File: config.mk
export PLATFORM = sky130hd
export DESIGN_NAME = ysyx_bus_arb_flat
export DESIGN_NICKNAME = d
export VERILOG_FILES = /design/src/rtl/ysyx_bus_arb_if.sv /design/src/rtl/ysyx_bus_arb.sv /design/src/flat_wrapper.sv
export SDC_FILE = /design/constraint.sdc
export NUM_CORES = 1
export LEC_CHECK = 0
export ABC_CLOCK_PERIOD_IN_PS = 2100
export BUFFER_PORTS_ARGS = -buffer_cell sky130_fd_sc_hd__buf_2
export CORE_AREA = 2 2 153 155
export CTS_CLUSTER_SIZE = 16
export DETAILED_ROUTE_END_ITERATION = 12
export DIE_AREA = 0 0 155 157
export MAX_ROUTING_LAYER = met4
export SLEW_MARGIN = 40
export SYNTH_ARGS = -nofsm -noshare
export SYNTH_HDL_FRONTEND = slang
export SYNTH_SLANG_ARGS = --single-unit
File: constraint.sdc
create_clock -name clk -period 2.1 [get_ports clk]
set_input_delay 0.105 -clock clk [delete_from_list [all_inputs] [get_ports clk]]
set_output_delay 0.105 -clock clk [all_outputs]
set_load 0.005 [all_outputs]
File: src/rtl/ysyx_bus_arb_if.sv
// AXI4 master-side bundle between the bus arbiter and the memory slave.
interface ysyx_bus_arb_if #(
    parameter int unsigned DATA_W = 32
);
    // read address channel
    logic                  arvalid;
    logic                  arready;
    logic [DATA_W-1:0]     araddr;
    logic [3:0]            arid;
    logic [7:0]            arlen;
    logic [2:0]            arsize;
    logic [1:0]            arburst;
    // read data channel
    logic                  rvalid;
    logic                  rready;
    logic [DATA_W-1:0]     rdata;
    logic [1:0]            rresp;
    logic                  rlast;
    logic [3:0]            rid;
    // write address channel
    logic                  awvalid;
    logic                  awready;
    logic [DATA_W-1:0]     awaddr;
    logic [3:0]            awid;
    logic [7:0]            awlen;
    logic [2:0]            awsize;
    logic [1:0]            awburst;
    // write data channel
    logic                  wvalid;
    logic                  wready;
    logic [DATA_W-1:0]     wdata;
    logic [DATA_W/8-1:0]   wstrb;
    logic                  wlast;
    // write response channel
    logic                  bvalid;
    logic                  bready;
    logic [1:0]            bresp;

    modport master (
        output arvalid, araddr, arid, arlen, arsize, arburst,
        input  arready,
        input  rvalid, rdata, rresp, rlast, rid,
        output rready,
        output awvalid, awaddr, awid, awlen, awsize, awburst,
        input  awready,
        output wvalid, wdata, wstrb, wlast,
        input  wready,
        input  bvalid, bresp,
        output bready
    );

    modport slave (
        input  arvalid, araddr, arid, arlen, arsize, arburst,
        output arready,
        output rvalid, rdata, rresp, rlast, rid,
        input  rready,
        input  awvalid, awaddr, awid, awlen, awsize, awburst,
        output awready,
        input  wvalid, wdata, wstrb, wlast,
        output wready,
        output bvalid, bresp,
        input  bready
    );
endinterface

File: src/rtl/ysyx_bus_arb.sv
// Fetch / load-store arbiter onto a single AXI4 master with one
// transaction outstanding. Read beats are forwarded combinationally.
module ysyx_bus_arb #(
    parameter int unsigned DATA_W = 32,
    parameter logic [3:0]  IFU_ID = 4'h0,
    parameter logic [3:0]  LSU_ID = 4'h1
) (
    input  logic                clk,
    input  logic                rst,
    // fetch port
    input  logic [DATA_W-1:0]   ifu_araddr,
    input  logic                ifu_arvalid,
    input  logic                ifu_required,
    input  logic                ifu_burst,
    output logic [DATA_W-1:0]   ifu_rdata,
    output logic                ifu_rvalid,
    // load/store port
    input  logic [DATA_W-1:0]   lsu_araddr,
    input  logic                lsu_arvalid,
    input  logic [2:0]          lsu_arsize,
    output logic [DATA_W-1:0]   lsu_rdata,
    output logic                lsu_rvalid,
    input  logic [DATA_W-1:0]   lsu_awaddr,
    input  logic                lsu_awvalid,
    input  logic [2:0]          lsu_awsize,
    input  logic [DATA_W-1:0]   lsu_wdata,
    input  logic [DATA_W/8-1:0] lsu_wstrb,
    output logic                lsu_wdone,
    output logic                bus_err_o,
    // AXI4 master
    ysyx_bus_arb_if.master      axi
);

    typedef enum logic [2:0] {
        IDLE, IFU_AR, IFU_R, IFU_HOLD, LSU_AR, LSU_R, LSU_AW, LSU_B
    } state_e;

    localparam logic [1:0] BURST_INCR = 2'b01;

    state_e                state_q;
    logic                  arvalid_q;
    logic [DATA_W-1:0]     araddr_q;
    logic [3:0]            arid_q;
    logic [7:0]            arlen_q;
    logic [2:0]            arsize_q;
    logic                  rready_q;
    logic                  awvalid_q;
    logic [DATA_W-1:0]     awaddr_q;
    logic [2:0]            awsize_q;
    logic                  wvalid_q;
    logic [DATA_W-1:0]     wdata_q;
    logic [DATA_W/8-1:0]   wstrb_q;
    logic                  bready_q;

    logic                  aw_done;
    logic                  w_done;
    logic                  rid_unused;

    // Single outstanding transaction, so the returned ID carries no information.
    assign rid_unused = ^axi.rid;

    // Each write channel is finished once its valid is gone or handshakes now.
    assign aw_done = !awvalid_q || axi.awready;
    assign w_done  = !wvalid_q  || axi.wready;

    // Arbitration FSM; all AXI request-side signals are registered here.
    always_ff @(posedge clk) begin
        if (rst) begin
            state_q   <= IDLE;
            arvalid_q <= 1'b0;
            araddr_q  <= '0;
            arid_q    <= '0;
            arlen_q   <= '0;
            arsize_q  <= '0;
            rready_q  <= 1'b0;
            awvalid_q <= 1'b0;
            awaddr_q  <= '0;
            awsize_q  <= '0;
            wvalid_q  <= 1'b0;
            wdata_q   <= '0;
            wstrb_q   <= '0;
            bready_q  <= 1'b0;
        end else begin
            case (state_q)
                IDLE: begin
                    if (lsu_awvalid) begin
                        awaddr_q  <= lsu_awaddr;
                        awsize_q  <= lsu_awsize;
                        wdata_q   <= lsu_wdata;
                        wstrb_q   <= lsu_wstrb;
                        awvalid_q <= 1'b1;
                        wvalid_q  <= 1'b1;
                        state_q   <= LSU_AW;
                    end else if (lsu_arvalid) begin
                        araddr_q  <= lsu_araddr;
                        arsize_q  <= lsu_arsize;
                        arid_q    <= LSU_ID;
                        arlen_q   <= '0;
                        arvalid_q <= 1'b1;
                        state_q   <= LSU_AR;
                    end else if (ifu_arvalid) begin
                        araddr_q  <= ifu_araddr;
                        arsize_q  <= 3'b010;
                        arid_q    <= IFU_ID;
                        arlen_q   <= {7'b0, ifu_burst};
                        arvalid_q <= 1'b1;
                        state_q   <= IFU_AR;
                    end
                end
                IFU_AR: begin
                    if (axi.arready) begin
                        arvalid_q <= 1'b0;
                        rready_q  <= 1'b1;
                        state_q   <= IFU_R;
                    end
                end
                IFU_R: begin
                    if (axi.rvalid && axi.rlast) begin
                        rready_q <= 1'b0;
                        state_q  <= ifu_required ? IFU_HOLD : IDLE;
                    end
                end
                IFU_HOLD: begin
                    // a new fetch beats the release when both arrive together
                    if (ifu_arvalid) begin
                        araddr_q  <= ifu_araddr;
                        arsize_q  <= 3'b010;
                        arid_q    <= IFU_ID;
                        arlen_q   <= {7'b0, ifu_burst};
                        arvalid_q <= 1'b1;
                        state_q   <= IFU_AR;
                    end else if (!ifu_required) begin
                        state_q <= IDLE;
                    end
                end
                LSU_AR: begin
                    if (axi.arready) begin
                        arvalid_q <= 1'b0;
                        rready_q  <= 1'b1;
                        state_q   <= LSU_R;
                    end
                end
                LSU_R: begin
                    if (axi.rvalid) begin
                        rready_q <= 1'b0;
                        state_q  <= IDLE;
                    end
                end
                LSU_AW: begin
                    if (axi.awready) awvalid_q <= 1'b0;
                    if (axi.wready)  wvalid_q  <= 1'b0;
                    if (aw_done && w_done) begin
                        bready_q <= 1'b1;
                        state_q  <= LSU_B;
                    end
                end
                LSU_B: begin
                    if (axi.bvalid) begin
                        bready_q <= 1'b0;
                        state_q  <= IDLE;
                    end
                end
                default: state_q <= IDLE;
            endcase
        end
    end

    // AXI request-side outputs
    assign axi.arvalid = arvalid_q;
    assign axi.araddr  = araddr_q;
    assign axi.arid    = arid_q;
    assign axi.arlen   = arlen_q;
    assign axi.arsize  = arsize_q;
    assign axi.arburst = BURST_INCR;
    assign axi.rready  = rready_q;
    assign axi.awvalid = awvalid_q;
    assign axi.awaddr  = awaddr_q;
    assign axi.awid    = LSU_ID;
    assign axi.awlen   = '0;
    assign axi.awsize  = awsize_q;
    assign axi.awburst = BURST_INCR;
    assign axi.wvalid  = wvalid_q;
    assign axi.wdata   = wdata_q;
    assign axi.wstrb   = wstrb_q;
    assign axi.wlast   = 1'b1;
    assign axi.bready  = bready_q;

    // Requester-side strobes follow the slave response in the same cycle.
    assign ifu_rdata  = axi.rdata;
    assign lsu_rdata  = axi.rdata;
    assign ifu_rvalid = (state_q == IFU_R) && axi.rvalid;
    assign lsu_rvalid = (state_q == LSU_R) && axi.rvalid;
    assign lsu_wdone  = (state_q == LSU_B) && axi.bvalid;
    assign bus_err_o  = ((ifu_rvalid || lsu_rvalid) && (axi.rresp != 2'b00)) ||
                        (lsu_wdone && (axi.bresp != 2'b00));

endmodule
File: src/flat_wrapper.sv
// flat-port wrapper written by rule: the top's interface ports become plain ports
module ysyx_bus_arb_flat 
#(
    parameter int unsigned DATA_W = 32,
    parameter logic [3:0]  IFU_ID = 4'h0,
    parameter logic [3:0]  LSU_ID = 4'h1
)
  (clk, rst, ifu_araddr, ifu_arvalid, ifu_required, ifu_burst, ifu_rdata, ifu_rvalid, lsu_araddr, lsu_arvalid, lsu_arsize, lsu_rdata, lsu_rvalid, lsu_awaddr, lsu_awvalid, lsu_awsize, lsu_wdata, lsu_wstrb, lsu_wdone, bus_err_o, axi_arvalid, axi_araddr, axi_arid, axi_arlen, axi_arsize, axi_arburst, axi_arready, axi_rvalid, axi_rdata, axi_rresp, axi_rlast, axi_rid, axi_rready, axi_awvalid, axi_awaddr, axi_awid, axi_awlen, axi_awsize, axi_awburst, axi_awready, axi_wvalid, axi_wdata, axi_wstrb, axi_wlast, axi_wready, axi_bvalid, axi_bresp, axi_bready);
  ysyx_bus_arb_if #(.DATA_W(DATA_W)) axi_i ();
  input  logic clk;
  input  logic rst;
  input  logic [DATA_W-1:0] ifu_araddr;
  input  logic ifu_arvalid;
  input  logic ifu_required;
  input  logic ifu_burst;
  output logic [DATA_W-1:0] ifu_rdata;
  output logic ifu_rvalid;
  input  logic [DATA_W-1:0] lsu_araddr;
  input  logic lsu_arvalid;
  input  logic [2:0] lsu_arsize;
  output logic [DATA_W-1:0] lsu_rdata;
  output logic lsu_rvalid;
  input  logic [DATA_W-1:0] lsu_awaddr;
  input  logic lsu_awvalid;
  input  logic [2:0] lsu_awsize;
  input  logic [DATA_W-1:0] lsu_wdata;
  input  logic [DATA_W/8-1:0] lsu_wstrb;
  output logic lsu_wdone;
  output logic bus_err_o;
  output wire logic [$bits(axi_i.arvalid)-1:0] axi_arvalid;
  output wire logic [$bits(axi_i.araddr)-1:0] axi_araddr;
  output wire logic [$bits(axi_i.arid)-1:0] axi_arid;
  output wire logic [$bits(axi_i.arlen)-1:0] axi_arlen;
  output wire logic [$bits(axi_i.arsize)-1:0] axi_arsize;
  output wire logic [$bits(axi_i.arburst)-1:0] axi_arburst;
  input wire logic [$bits(axi_i.arready)-1:0] axi_arready;
  input wire logic [$bits(axi_i.rvalid)-1:0] axi_rvalid;
  input wire logic [$bits(axi_i.rdata)-1:0] axi_rdata;
  input wire logic [$bits(axi_i.rresp)-1:0] axi_rresp;
  input wire logic [$bits(axi_i.rlast)-1:0] axi_rlast;
  input wire logic [$bits(axi_i.rid)-1:0] axi_rid;
  output wire logic [$bits(axi_i.rready)-1:0] axi_rready;
  output wire logic [$bits(axi_i.awvalid)-1:0] axi_awvalid;
  output wire logic [$bits(axi_i.awaddr)-1:0] axi_awaddr;
  output wire logic [$bits(axi_i.awid)-1:0] axi_awid;
  output wire logic [$bits(axi_i.awlen)-1:0] axi_awlen;
  output wire logic [$bits(axi_i.awsize)-1:0] axi_awsize;
  output wire logic [$bits(axi_i.awburst)-1:0] axi_awburst;
  input wire logic [$bits(axi_i.awready)-1:0] axi_awready;
  output wire logic [$bits(axi_i.wvalid)-1:0] axi_wvalid;
  output wire logic [$bits(axi_i.wdata)-1:0] axi_wdata;
  output wire logic [$bits(axi_i.wstrb)-1:0] axi_wstrb;
  output wire logic [$bits(axi_i.wlast)-1:0] axi_wlast;
  input wire logic [$bits(axi_i.wready)-1:0] axi_wready;
  input wire logic [$bits(axi_i.bvalid)-1:0] axi_bvalid;
  input wire logic [$bits(axi_i.bresp)-1:0] axi_bresp;
  output wire logic [$bits(axi_i.bready)-1:0] axi_bready;
  assign axi_arvalid = axi_i.arvalid;
  assign axi_araddr = axi_i.araddr;
  assign axi_arid = axi_i.arid;
  assign axi_arlen = axi_i.arlen;
  assign axi_arsize = axi_i.arsize;
  assign axi_arburst = axi_i.arburst;
  assign axi_i.arready = axi_arready;
  assign axi_i.rvalid = axi_rvalid;
  assign axi_i.rdata = axi_rdata;
  assign axi_i.rresp = axi_rresp;
  assign axi_i.rlast = axi_rlast;
  assign axi_i.rid = axi_rid;
  assign axi_rready = axi_i.rready;
  assign axi_awvalid = axi_i.awvalid;
  assign axi_awaddr = axi_i.awaddr;
  assign axi_awid = axi_i.awid;
  assign axi_awlen = axi_i.awlen;
  assign axi_awsize = axi_i.awsize;
  assign axi_awburst = axi_i.awburst;
  assign axi_i.awready = axi_awready;
  assign axi_wvalid = axi_i.wvalid;
  assign axi_wdata = axi_i.wdata;
  assign axi_wstrb = axi_i.wstrb;
  assign axi_wlast = axi_i.wlast;
  assign axi_i.wready = axi_wready;
  assign axi_i.bvalid = axi_bvalid;
  assign axi_i.bresp = axi_bresp;
  assign axi_bready = axi_i.bready;
  ysyx_bus_arb #(.DATA_W(DATA_W), .IFU_ID(IFU_ID), .LSU_ID(LSU_ID)) u_core (.clk(clk), .rst(rst), .ifu_araddr(ifu_araddr), .ifu_arvalid(ifu_arvalid), .ifu_required(ifu_required), .ifu_burst(ifu_burst), .ifu_rdata(ifu_rdata), .ifu_rvalid(ifu_rvalid), .lsu_araddr(lsu_araddr), .lsu_arvalid(lsu_arvalid), .lsu_arsize(lsu_arsize), .lsu_rdata(lsu_rdata), .lsu_rvalid(lsu_rvalid), .lsu_awaddr(lsu_awaddr), .lsu_awvalid(lsu_awvalid), .lsu_awsize(lsu_awsize), .lsu_wdata(lsu_wdata), .lsu_wstrb(lsu_wstrb), .lsu_wdone(lsu_wdone), .bus_err_o(bus_err_o), .axi(axi_i));
endmodule
==> results.json <==
{
  "outcome": "finished, final reports clean",
  "antenna_left": 0,
  "globalplace.congestion": 0.788,
  "synth-async-reset-ratio": 0,
  "synth_edf_count": 0,
  "drv_cap": 0,
  "coreArea_um2": 22500,
  "multi_input_area_um2": 2560,
  "start_kind": "register",
  "r2r-end": "u_core.axi.rready",
  "setup_viol": 0,
  "vias": 5731,
  "arrival_ns": 2.24,
  "reg2reg_from": "u_core.state_q[0]",
  "synthCells": 705,
  "swShare": 0.359,
  "r2r_cells": 7,
  "netlist-cell-type-count": 41,
  "grt_pass1_wl_um": 29000,
  "die-area_um2": 24300,
  "dieHeight_um": 157,
  "crit_path_end": "u_core.axi.rready",
  "powerDensity_nw_per_um2": 1140,
  "finalPower_mw": 9.52,
  "ys_seq_area_frac": 0.431,
  "area_growth_pct": 43.1,
  "peakVddDrop_v": 0.000582,
  "p_seq_frac": 0.345,
  "pin_count": 399,
  "worstHoldPathType": "input pin to register",
  "start_util": 0.260,
  "fin_nets": 1173,
  "yosysWarnings": 0,
  "cts_tree": "built",
  "dp.final_hpwl_um": 13000,
  "cts_sinks": 126,
  "ys_seq_elements": 126,
  "clockRootBuffer": "clkbuf_16",
  "drt_pass1_iterations": 4,
  "slew_headroom": 0.592,
  "grt_usage": 0.156,
  "max_freq_mhz": 513,
  "rsz0062_at_grt": "no",
  "dieWidth_um": 155,
  "drv_slew": 0,
  "avgViaCountPerCell": 4.47,
  "p_leak_nw": 3.75,
  "critical_path_class": "register to register",
  "fillers": 2286,
  "period_needed_ns": 1.95,
  "drt-total-wl_um": 19200,
  "cp_max_fo": 6,
  "yosysTopAreaCellShare": 0.431,
  "internal_power_mw": 6.11,
  "row_count": 55,
  "grt_max_degree": 118,
  "period_share": 0.929,
  "fin_skew_ns": 0.0108,
  "gr-total-overflow": 0,
  "drtIter0Drc": 215,
  "port_buffers": 281,
  "register_area_um2": 2520,
  "clk_latency_ns": 0.41,
  "finalHoldViolCount": 0,
  "p_clk_frac": 0.304,
  "cts_buffers": 17,
  "post_drt_wl_per_cell_um": 15.0,
  "cts.clk_slew.worst_paths_ns": 0.06,
  "cts_max_path_buffers": 2,
  "critical_path_required_ns": 2.39,
  "worst_setup_path_end_kind": "register",
  "synth_top_area_cell": "dfxtp_1",
  "drc_errors": 0,
  "first_global_vias": 5702,
  "avgSynthCellArea_um2": 8.31,
  "post_cts_buffers": 0,
  "worst_pin_slew_ns": 0.613,
  "drive_above_1_share": 0.371,
  "final.setup.tns_ns": 0,
  "p_sw_mw": 3.42,
  "ys.flop_type": "dfxtp_1",
  "antenna_found_initial": 3,
  "place_area_um2": 7030,
  "fin_area_um2": 8380,
  "reg2reg_slack_ns": 0.15,
  "comb_power_share": 0.352,
  "netlist_area_um2": 5860,
  "cts-htree-levels": 4,
  "cp-startpoint": "u_core.state_q[0]",
  "synth_area_leaders": "dfxtp_1, buf_4, nand2_1, a21oi_1, a211oi_2"
}
==> cell type report <==
| cell class | count | share of cell area |
|---|---|---|
| flip-flops and latches | 126 | 0.301 |
| inverters | 3 | 0.00134 |
| multi-input cells | 458 | 0.305 |
| clock buffers | 19 | 0.0528 |
| diodes | 3 | 0.000896 |
| well taps | 285 | 0.0425 |
| repair buffers | 376 | 0.281 |
| clock inverters | 13 | 0.0155 |
==> metrics by stage <==
step | util | setup slack, ns | cells | hold WS [ns]
2_1_floorplan | - | 0.460 | 720 | 0.202
3_3_place_gp | 0.312 | 0.270 | 1171 | 0.210
3_5_place_dp | 0.312 | 0.198 | 1171 | 0.210
4_1_cts | 0.372 | 0.00213 | 1279 | 0.00493
5_1_grt | 0.372 | 0.0168 | 1283 | 0.0338
6_report | 0.372 | 0.149 | 1283 | 0.0218
==> layer usage <==
| metal | wire length, µm | track usage | share of wire |
|---|---|---|---|
| met5 | 0 | - | 0 |
| met4 | 767 | 0.0741 | 0.040 |
| met3 | 1240 | 0.0399 | 0.065 |
| met2 | 9720 | 0.279 | 0.51 |
| met1 | 7480 | 0.160 | 0.39 |
==> how the worst min path moves through the flow <==
stage,from,depth (start not counted),end
3_3_place_gp,axi_rdata[20],0,ifu_rdata[20]
6_report,lsu_wstrb[2],3,u_core.axi.wstrb[2]
5_1_grt,lsu_wstrb[2],3,u_core.axi.wstrb[2]
3_5_place_dp,axi_rdata[20],0,ifu_rdata[20]
2_1_floorplan,axi_rvalid,1,u_core.axi.rready
4_1_cts,lsu_awaddr[1],3,u_core.axi.awaddr[1]
==> cell usage after synthesis, types with 3 or more instances <==
library cell  count
a211oi_1          8
nor3_1            3
inv_1             3
dfxtp_1         126
nor2b_1           3
clkbuf_1         36
and2_1           11
buf_4            85
o21bai_1         32
nand3_1           3
a211oi_2         29
a21oi_1          80
nor2_1           49
nand2_1         154
buf_2            11
nor3b_1          35
o21ai_0           7
==> worst max-delay path, stage by stage (launching register included) <==
cell and delay [ns]:
dfxtp_1 0.42, buf_4 0.17, mux2i_1 0.17, a21oi_1 0.10
o21a_1 0.21, a21oi_1 0.13, a211oi_1 0.06, dlygate4sd3_1 0.58
==> kinds of logic after synthesis <==
family | share of synthesized area
compound gates | 0.211
xor+xnor | 0.00150
buf+inv | 0.145
flops | 0.431
mux | 0.00342
other cells | 0.00128
simple gates | 0.206
==> sequential cells by signal (all words and copies together) (netlist names), 3 cells and up <==
signal / cells
u_core.axi.araddr: 32
u_core.axi.wstrb: 4
u_core.axi.wdata: 32
u_core.axi.awsize: 3
u_core.axi.arlen: 8
u_core.state_q: 3
u_core.axi.awaddr: 32
u_core.axi.arid: 4
u_core.axi.arsize: 3
==> power by group through the flow <==
stage	logic, mW	registers, mW	clock network (mW)
4_1_cts	3.38	3.28	3.00
2_1_floorplan	2.03	3.34	0
5_1_grt	3.74	3.36	3.10
3_5_place_dp	3.25	3.32	0
6_report	3.35	3.28	2.89
3_3_place_gp	3.21	3.30	0
==> what timing repair did <==
action / CTS / global route
endpoints found under the setup margin: 1 / 2
endpoints found under the hold margin: 75 / 1
hold buffers: 76 / 1
gates resized for setup: 1 / 2
==> placed cells by master (no fill, tap or decap), types with 17 or more instances in the layout <==
master	instances
nand2_1	154
a211oi_2	30
a21oi_1	80
clkbuf_16	17
nor3b_1	35
dlygate4sd3_1	77
nor2_1	48
conb_1	17
dfxtp_1	125
o21bai_1	32
buf_2	280
Note: power is estimated with default switching activity, not from simulation.
